===== src/rtl/strip_header_pkg.sv =====
// strip_header_pkg
// Shared types and constants for the strip_header receive stage.
//   fsm_state_t      : header/data phase of the input stream
//   HDR_LEN_W        : width of the length field carried in the header beat
//   BYTE_CNT_W       : width of the received-byte counter used by the length checker
//   byte_cnt_sat_add : saturating add for the byte counter
package strip_header_pkg;

    localparam int HDR_LEN_W  = 16;
    localparam int BYTE_CNT_W = 17;
    localparam int ERR_CNT_W  = 16;

    localparam logic [BYTE_CNT_W-1:0] BYTE_CNT_MAX = {BYTE_CNT_W{1'b1}};
    localparam logic [ERR_CNT_W-1:0]  ERR_CNT_MAX  = {ERR_CNT_W{1'b1}};

    typedef enum logic [0:0] {
        FSM_WAIT_HDR  = 1'b0,
        FSM_PASS_DATA = 1'b1
    } fsm_state_t;

    function automatic logic [BYTE_CNT_W-1:0] byte_cnt_sat_add(
        input logic [BYTE_CNT_W-1:0] a,
        input logic [BYTE_CNT_W-1:0] b
    );
        logic [BYTE_CNT_W:0] sum;
        sum = {1'b0, a} + {1'b0, b};
        if (sum[BYTE_CNT_W]) begin
            return BYTE_CNT_MAX;
        end
        return sum[BYTE_CNT_W-1:0];
    endfunction

endpackage


===== src/rtl/strip_header_keep_popcount.sv =====
// keep_popcount
// Combinational count of set bits in an AXI-Stream tkeep vector.
// Ports:
//   i_keep  : byte enables, KW bits
//   o_count : number of enabled bytes, 0..KW
module keep_popcount #(
    parameter int KW    = 16,
    parameter int CNT_W = $clog2(KW + 1)
) (
    input  logic [KW-1:0]    i_keep,
    output logic [CNT_W-1:0] o_count
);

    always_comb begin
        o_count = '0;
        for (int i = 0; i < KW; i++) begin
            o_count = o_count + {{(CNT_W-1){1'b0}}, i_keep[i]};
        end
    end

endmodule


===== src/rtl/strip_header.sv =====
// strip_header
// Removes the one-beat length header in front of every packet of an
// AXI-Stream. The packet data continues on axis_data_* with zero latency;
// the header length goes out on a separate one-entry axis_plen_* stream.
//
// Optional build macro: STRIP_HEADER_LEN_CHECK_EN
//   When defined, received bytes are counted per packet and compared with
//   the header length at tlast; mismatches pulse len_err and bump the
//   saturating err_count. When undefined, len_err and err_count are tied 0.
//
// Ports:
//   clk, resetn                : clock, async active-low reset
//   axis_in_*                  : header + packet input stream
//   axis_data_*                : packet data with header removed
//   axis_plen_tdata/tvalid/... : packet length, one entry per packet
//   len_err                    : one-cycle pulse on length mismatch
//   err_count                  : saturating mismatch count
//
// state         | meaning
// FSM_WAIT_HDR  | next input beat is a header; data output idle
// FSM_PASS_DATA | input beats are packet data, forwarded combinationally
module strip_header
    import strip_header_pkg::*;
#(
    parameter int DW = 128
) (
    input  logic                 clk,
    input  logic                 resetn,

    input  logic [DW-1:0]        axis_in_tdata,
    input  logic [DW/8-1:0]      axis_in_tkeep,
    input  logic                 axis_in_tlast,
    input  logic                 axis_in_tvalid,
    output logic                 axis_in_tready,

    output logic [DW-1:0]        axis_data_tdata,
    output logic [DW/8-1:0]      axis_data_tkeep,
    output logic                 axis_data_tlast,
    output logic                 axis_data_tvalid,
    input  logic                 axis_data_tready,

    output logic [HDR_LEN_W-1:0] axis_plen_tdata,
    output logic                 axis_plen_tvalid,
    input  logic                 axis_plen_tready,

    output logic                 len_err,
    output logic [ERR_CNT_W-1:0] err_count
);

    localparam int KW = DW / 8;

    fsm_state_t           r_state;
    fsm_state_t           w_state_nxt;
    logic                 w_plen_free;
    logic                 w_hdr_acc;
    logic                 w_data_hs;
    logic                 r_plen_valid;
    logic [HDR_LEN_W-1:0] r_plen;

    // The plen slot only gates header acceptance, never packet data.
    assign w_plen_free = !r_plen_valid || axis_plen_tready;

    always_ff @(posedge clk or negedge resetn) begin
        if (!resetn) begin
            r_state <= FSM_WAIT_HDR;
        end else begin
            r_state <= w_state_nxt;
        end
    end

    // Outputs are qualified by resetn so ready/data stay low while reset is held,
    // even if the plen consumer is ready.
    always_comb begin
        w_state_nxt      = r_state;
        axis_in_tready   = 1'b0;
        axis_data_tdata  = '0;
        axis_data_tkeep  = '0;
        axis_data_tlast  = 1'b0;
        axis_data_tvalid = 1'b0;
        w_hdr_acc        = 1'b0;
        w_data_hs        = 1'b0;
        if (resetn) begin
            case (r_state)
                FSM_WAIT_HDR: begin
                    axis_in_tready = w_plen_free;
                    w_hdr_acc      = axis_in_tvalid && w_plen_free;
                    // A header with tlast is a zero-length packet: stay put.
                    if (w_hdr_acc && !axis_in_tlast) begin
                        w_state_nxt = FSM_PASS_DATA;
                    end
                end
                FSM_PASS_DATA: begin
                    axis_data_tdata  = axis_in_tdata;
                    axis_data_tkeep  = axis_in_tkeep;
                    axis_data_tlast  = axis_in_tlast;
                    axis_data_tvalid = axis_in_tvalid;
                    axis_in_tready   = axis_data_tready;
                    w_data_hs        = axis_in_tvalid && axis_data_tready;
                    if (w_data_hs && axis_in_tlast) begin
                        w_state_nxt = FSM_WAIT_HDR;
                    end
                end
                default: begin
                    w_state_nxt = FSM_WAIT_HDR;
                end
            endcase
        end
    end

    // One-entry plen slot; a header accepted in the same cycle the slot
    // drains reloads it and keeps it valid.
    always_ff @(posedge clk or negedge resetn) begin
        if (!resetn) begin
            r_plen_valid <= 1'b0;
            r_plen       <= '0;
        end else if (w_hdr_acc) begin
            r_plen_valid <= 1'b1;
            r_plen       <= axis_in_tdata[HDR_LEN_W-1:0];
        end else if (r_plen_valid && axis_plen_tready) begin
            r_plen_valid <= 1'b0;
        end
    end

    assign axis_plen_tdata  = r_plen;
    assign axis_plen_tvalid = r_plen_valid;

`ifdef STRIP_HEADER_LEN_CHECK_EN
    localparam int KCW = $clog2(KW + 1);

    logic [KCW-1:0]        w_keep_cnt;
    logic [BYTE_CNT_W-1:0] w_cnt_sum;
    logic [BYTE_CNT_W-1:0] r_byte_cnt;
    logic [HDR_LEN_W-1:0]  r_hdr_len;
    logic                  r_len_err;
    logic [ERR_CNT_W-1:0]  r_err_count;

    keep_popcount #(
        .KW    (KW),
        .CNT_W (KCW)
    ) u_keep_popcount (
        .i_keep  (axis_in_tkeep),
        .o_count (w_keep_cnt)
    );

    assign w_cnt_sum = byte_cnt_sat_add(r_byte_cnt, BYTE_CNT_W'(w_keep_cnt));

    // Header length is latched separately from the plen slot so the compare
    // is independent of when the plen consumer drains.
    always_ff @(posedge clk or negedge resetn) begin
        if (!resetn) begin
            r_byte_cnt  <= '0;
            r_hdr_len   <= '0;
            r_len_err   <= 1'b0;
            r_err_count <= '0;
        end else begin
            r_len_err <= 1'b0;
            if (w_hdr_acc) begin
                r_hdr_len  <= axis_in_tdata[HDR_LEN_W-1:0];
                r_byte_cnt <= '0;
            end
            if (w_data_hs) begin
                if (axis_in_tlast) begin
                    r_byte_cnt <= '0;
                    if (w_cnt_sum != {1'b0, r_hdr_len}) begin
                        r_len_err <= 1'b1;
                        if (r_err_count != ERR_CNT_MAX) begin
                            r_err_count <= r_err_count + 1'b1;
                        end
                    end
                end else begin
                    r_byte_cnt <= w_cnt_sum;
                end
            end
        end
    end

    assign len_err   = r_len_err;
    assign err_count = r_err_count;
`else
    assign len_err   = 1'b0;
    assign err_count = '0;
`endif

endmodule

===== config.mk =====
export PLATFORM = sky130hd
export DESIGN_NAME = strip_header
export DESIGN_NICKNAME = d
export VERILOG_FILES = /design/src/rtl/strip_header_pkg.sv /design/src/rtl/strip_header_keep_popcount.sv /design/src/rtl/strip_header.sv
export SDC_FILE = /design/constraint.sdc
export NUM_CORES = 1
export LEC_CHECK = 0
export CORE_AREA = 2 2 130 132
export DETAILED_ROUTE_END_ITERATION = 10
export DIE_AREA = 0 0 132 134
export SYNTH_ARGS = -nofsm -noshare
export SYNTH_HDL_FRONTEND = slang
export SYNTH_SLANG_ARGS = --single-unit

===== constraint.sdc =====
create_clock -name clk -period 2.1 [get_ports clk]
set_input_delay 0.42 -clock clk [delete_from_list [all_inputs] [get_ports clk]]
set_output_delay 0.42 -clock clk [all_outputs]
set_load 0.02 [all_outputs]

==> qor.txt <==
Status = complete, no violations
Endpoints failing setup = 0
DRC = 0
Iter 0 DRT Violations = 104
First-pass GRT wire length = 15,520 um
Initial antenna violation count = 0
Leading area contributor after synthesis = and3_1
Reg clk slew, reported paths = 0.05 ns
Die X = 132 um
Routed WL = 10,180 um
Dpl hpwl = 8441 um
Type of the most critical hold path = primary input to asynchronous set/reset pin
Max-cap violations = 0
CTS tree = built
Synth cell types = 17
Syn Area/Cell = 7.973 um2
Top cells by count, synth = 146 x and3_1, 31 x clkbuf_1, 18 x dfrtp_1, 17 x buf_4, 9 x mux2_4
FF-to-FF path depth = 5
Clock latency on the worst-skew pair = 0.25 ns
Die Span Y = 134 um
Layout overhead on the synthesized area = 168.0%
Inst Count DP = 750
Number of synthesized flops with an enable pin = 0
Top-area cell type share of the netlist area = 47.34%
Count leader, synth = and3_1
Synth area leaders = and3_1 47%, dfrtp_1 23%, mux2_4 7.0%
Nets = 685
Reg2reg start = axis_plen_tvalid
Critical Path Fanout Max = 2
Vias per cell = 3.804
IO Port Bufs = 313
Seq/Total Area, Yosys = 23.35%
Post-Syn Area = 1929 um2
Crit path kind = primary input to primary output
Final worst slack = 0.1077 ns
# diodes = 0
Share of layout cells above drive strength 1 = 6.929%
Reg2reg end = axis_plen_tdata[13]
Max Clock Freq = 0.5019 GHz
Grt ovf = 0
Mapped Cells = 242
Initial Util = 11.84%
Ratio of final minimum period to clock period = 94.87%
Crit path from = axis_plen_tready
IO Pins = 331
Final Hold Vio Count = 0
Die Area = 17,690 um2
Critical path endpoint category = primary output
Root Buffer = clkbuf_16
GR Util All Layers = 10.38%
Number of cell rows = 47
Core box area = 16,290 um2
Pin count of the biggest net entering global routing = 87
WP data required = 1.68 ns
Final slew viol count = 0
Power density of the placed cells = 709.9 nW/um2
Gpl congestion = 0.8097
Synth async-reset ratio = 100.0%
Total CTS buffers = 3
Crit start category = primary input
Clock sink count = 18
Top FF cell, synth = dfrtp_1
Post-CTS Hold Buffers = 0
Final ANT Viol Nets = 0
VDD IR max = 0.5600 mV
Post-placement setup slack = -0.1635 ns
Minimum clock period = 1.992 ns
Initial DRT Pass Iterations = 4
Crit path DAT = 1.57 ns
Finished Layout Cells = 754
RSZ-0062 raised after global routing = no
YS warnings = 0
Yosys reg bits = 18
Total number of vias = 2,868
Vias in the first global route = 2,858
Max Root-Sink Buffers = 2
H-tree depth = 1
Worst Clk Skew = 0.001925 ns
R2R Setup Slk = 0.59 ns
Static Leak = 3.066 nW
Wire per inst = 13.50 um
==> final cells by class <==
cell class / count / area, um2
Clock buffer: 4 / 88.84
Multi-Input combinational cell: 189 / 1264
Sequential cell: 18 / 454.2
Tap cell: 220 / 275.3
Timing Repair Buffer: 323 / 3089
Fill cell: 1766 / 11120
==> sequential cells by signal, indices dropped and copies added, names as in the netlist <==
name / count
axis_plen_tvalid: 1
axis_plen_tdata: 16
r_state: 1
==> what timing repair did <==
| item | CTS | global route |
|---|---|---|
| setup endpoints to repair | 145 | 0 |
| resized for setup | 146 | 0 |
| buffers inserted | 0 | 0 |
==> power by group <==
group / total (mW) / internal (mW) / switching (mW)
clock: 0.416 / 0.290 / 0.126
combinational: 2.61 / 1.27 / 1.34
sequential: 0.642 / 0.522 / 0.119
==> routing by layer <==
| metal | track usage (%) | share of wire [%] | wire length (um) | vias up |
|---|---|---|---|---|
| met3 | 2.230 | 8.8 | 892 | 8 |
| met4 | 1.812 | 0.98 | 100 | 0 |
| met2 | 18.66 | 49 | 4943 | 179 |
| li1 | - | - | - | 1410 |
| met1 | 12.87 | 42 | 4244 | 1271 |
| met5 | 0 | 0 | 0 | - |
==> logic make-up (layout without fill, tap and decap cells) <==
logic type / count (synthesis) / in the layout / share of synthesized area, %
other cells: 1 / 17 / 0.1944
flops: 18 / 18 / 23.35
compound gates: 3 / 3 / 0.9729
simple gates: 153 / 153 / 50.13
mux: 16 / 16 / 11.09
buf+inv: 51 / 327 / 14.27
==> cell usage in the layout, fill, tap and decap left out, drive strengths merged <==
cell type        n
nor2b            1
nand2            3
and3           146
and2             1
clkbuf           4
o41ai            1
dlygate4sd2    145
nor3             1
buf             13
mux2            16
or2              1
clkdlybuf4s50  165
dfrtp           18
conb            17
o21ai            2
==> per-stage QoR <==
step | power (mW) | area (um2) | util [%] | hold slack (ns) | TNS [ns]
2_1_floorplan | 2.070 | 1989 | - | 0.1244 | 0
6_report | 3.671 | 5171 | 31.75 | 0.1361 | 0
3_5_place_dp | 3.511 | 5256 | 32.27 | 0.4075 | -0.2173
5_1_grt | 3.895 | 5171 | 31.75 | 0.1555 | 0
4_1_cts | 3.710 | 5171 | 31.75 | 0.1439 | 0
3_3_place_gp | 3.483 | 5256 | 32.27 | 0.3996 | -0.2347
==> how the worst max path moves through the flow <==
stage                                 to  slack (ns)  cells past startpoint
floorplan           axis_data_tdata[100]        0.52                      3
global placement          axis_in_tready       -0.18                      5
detailed placement        axis_in_tready       -0.16                      5
CTS                       axis_in_tready        0.09                      5
global route              axis_in_tready        0.02                      5
finish                    axis_in_tready        0.11                      5
==> worst max-delay path, stage by stage <==
cell and delay [ns]:
clkdlybuf4s50_1 0.51, nor2b_4 0.05, o21ai_0 0.13, and2_1 0.14
dlygate4sd2_1 0.33
No activity file was read; power rests on OpenSTA's default activity.
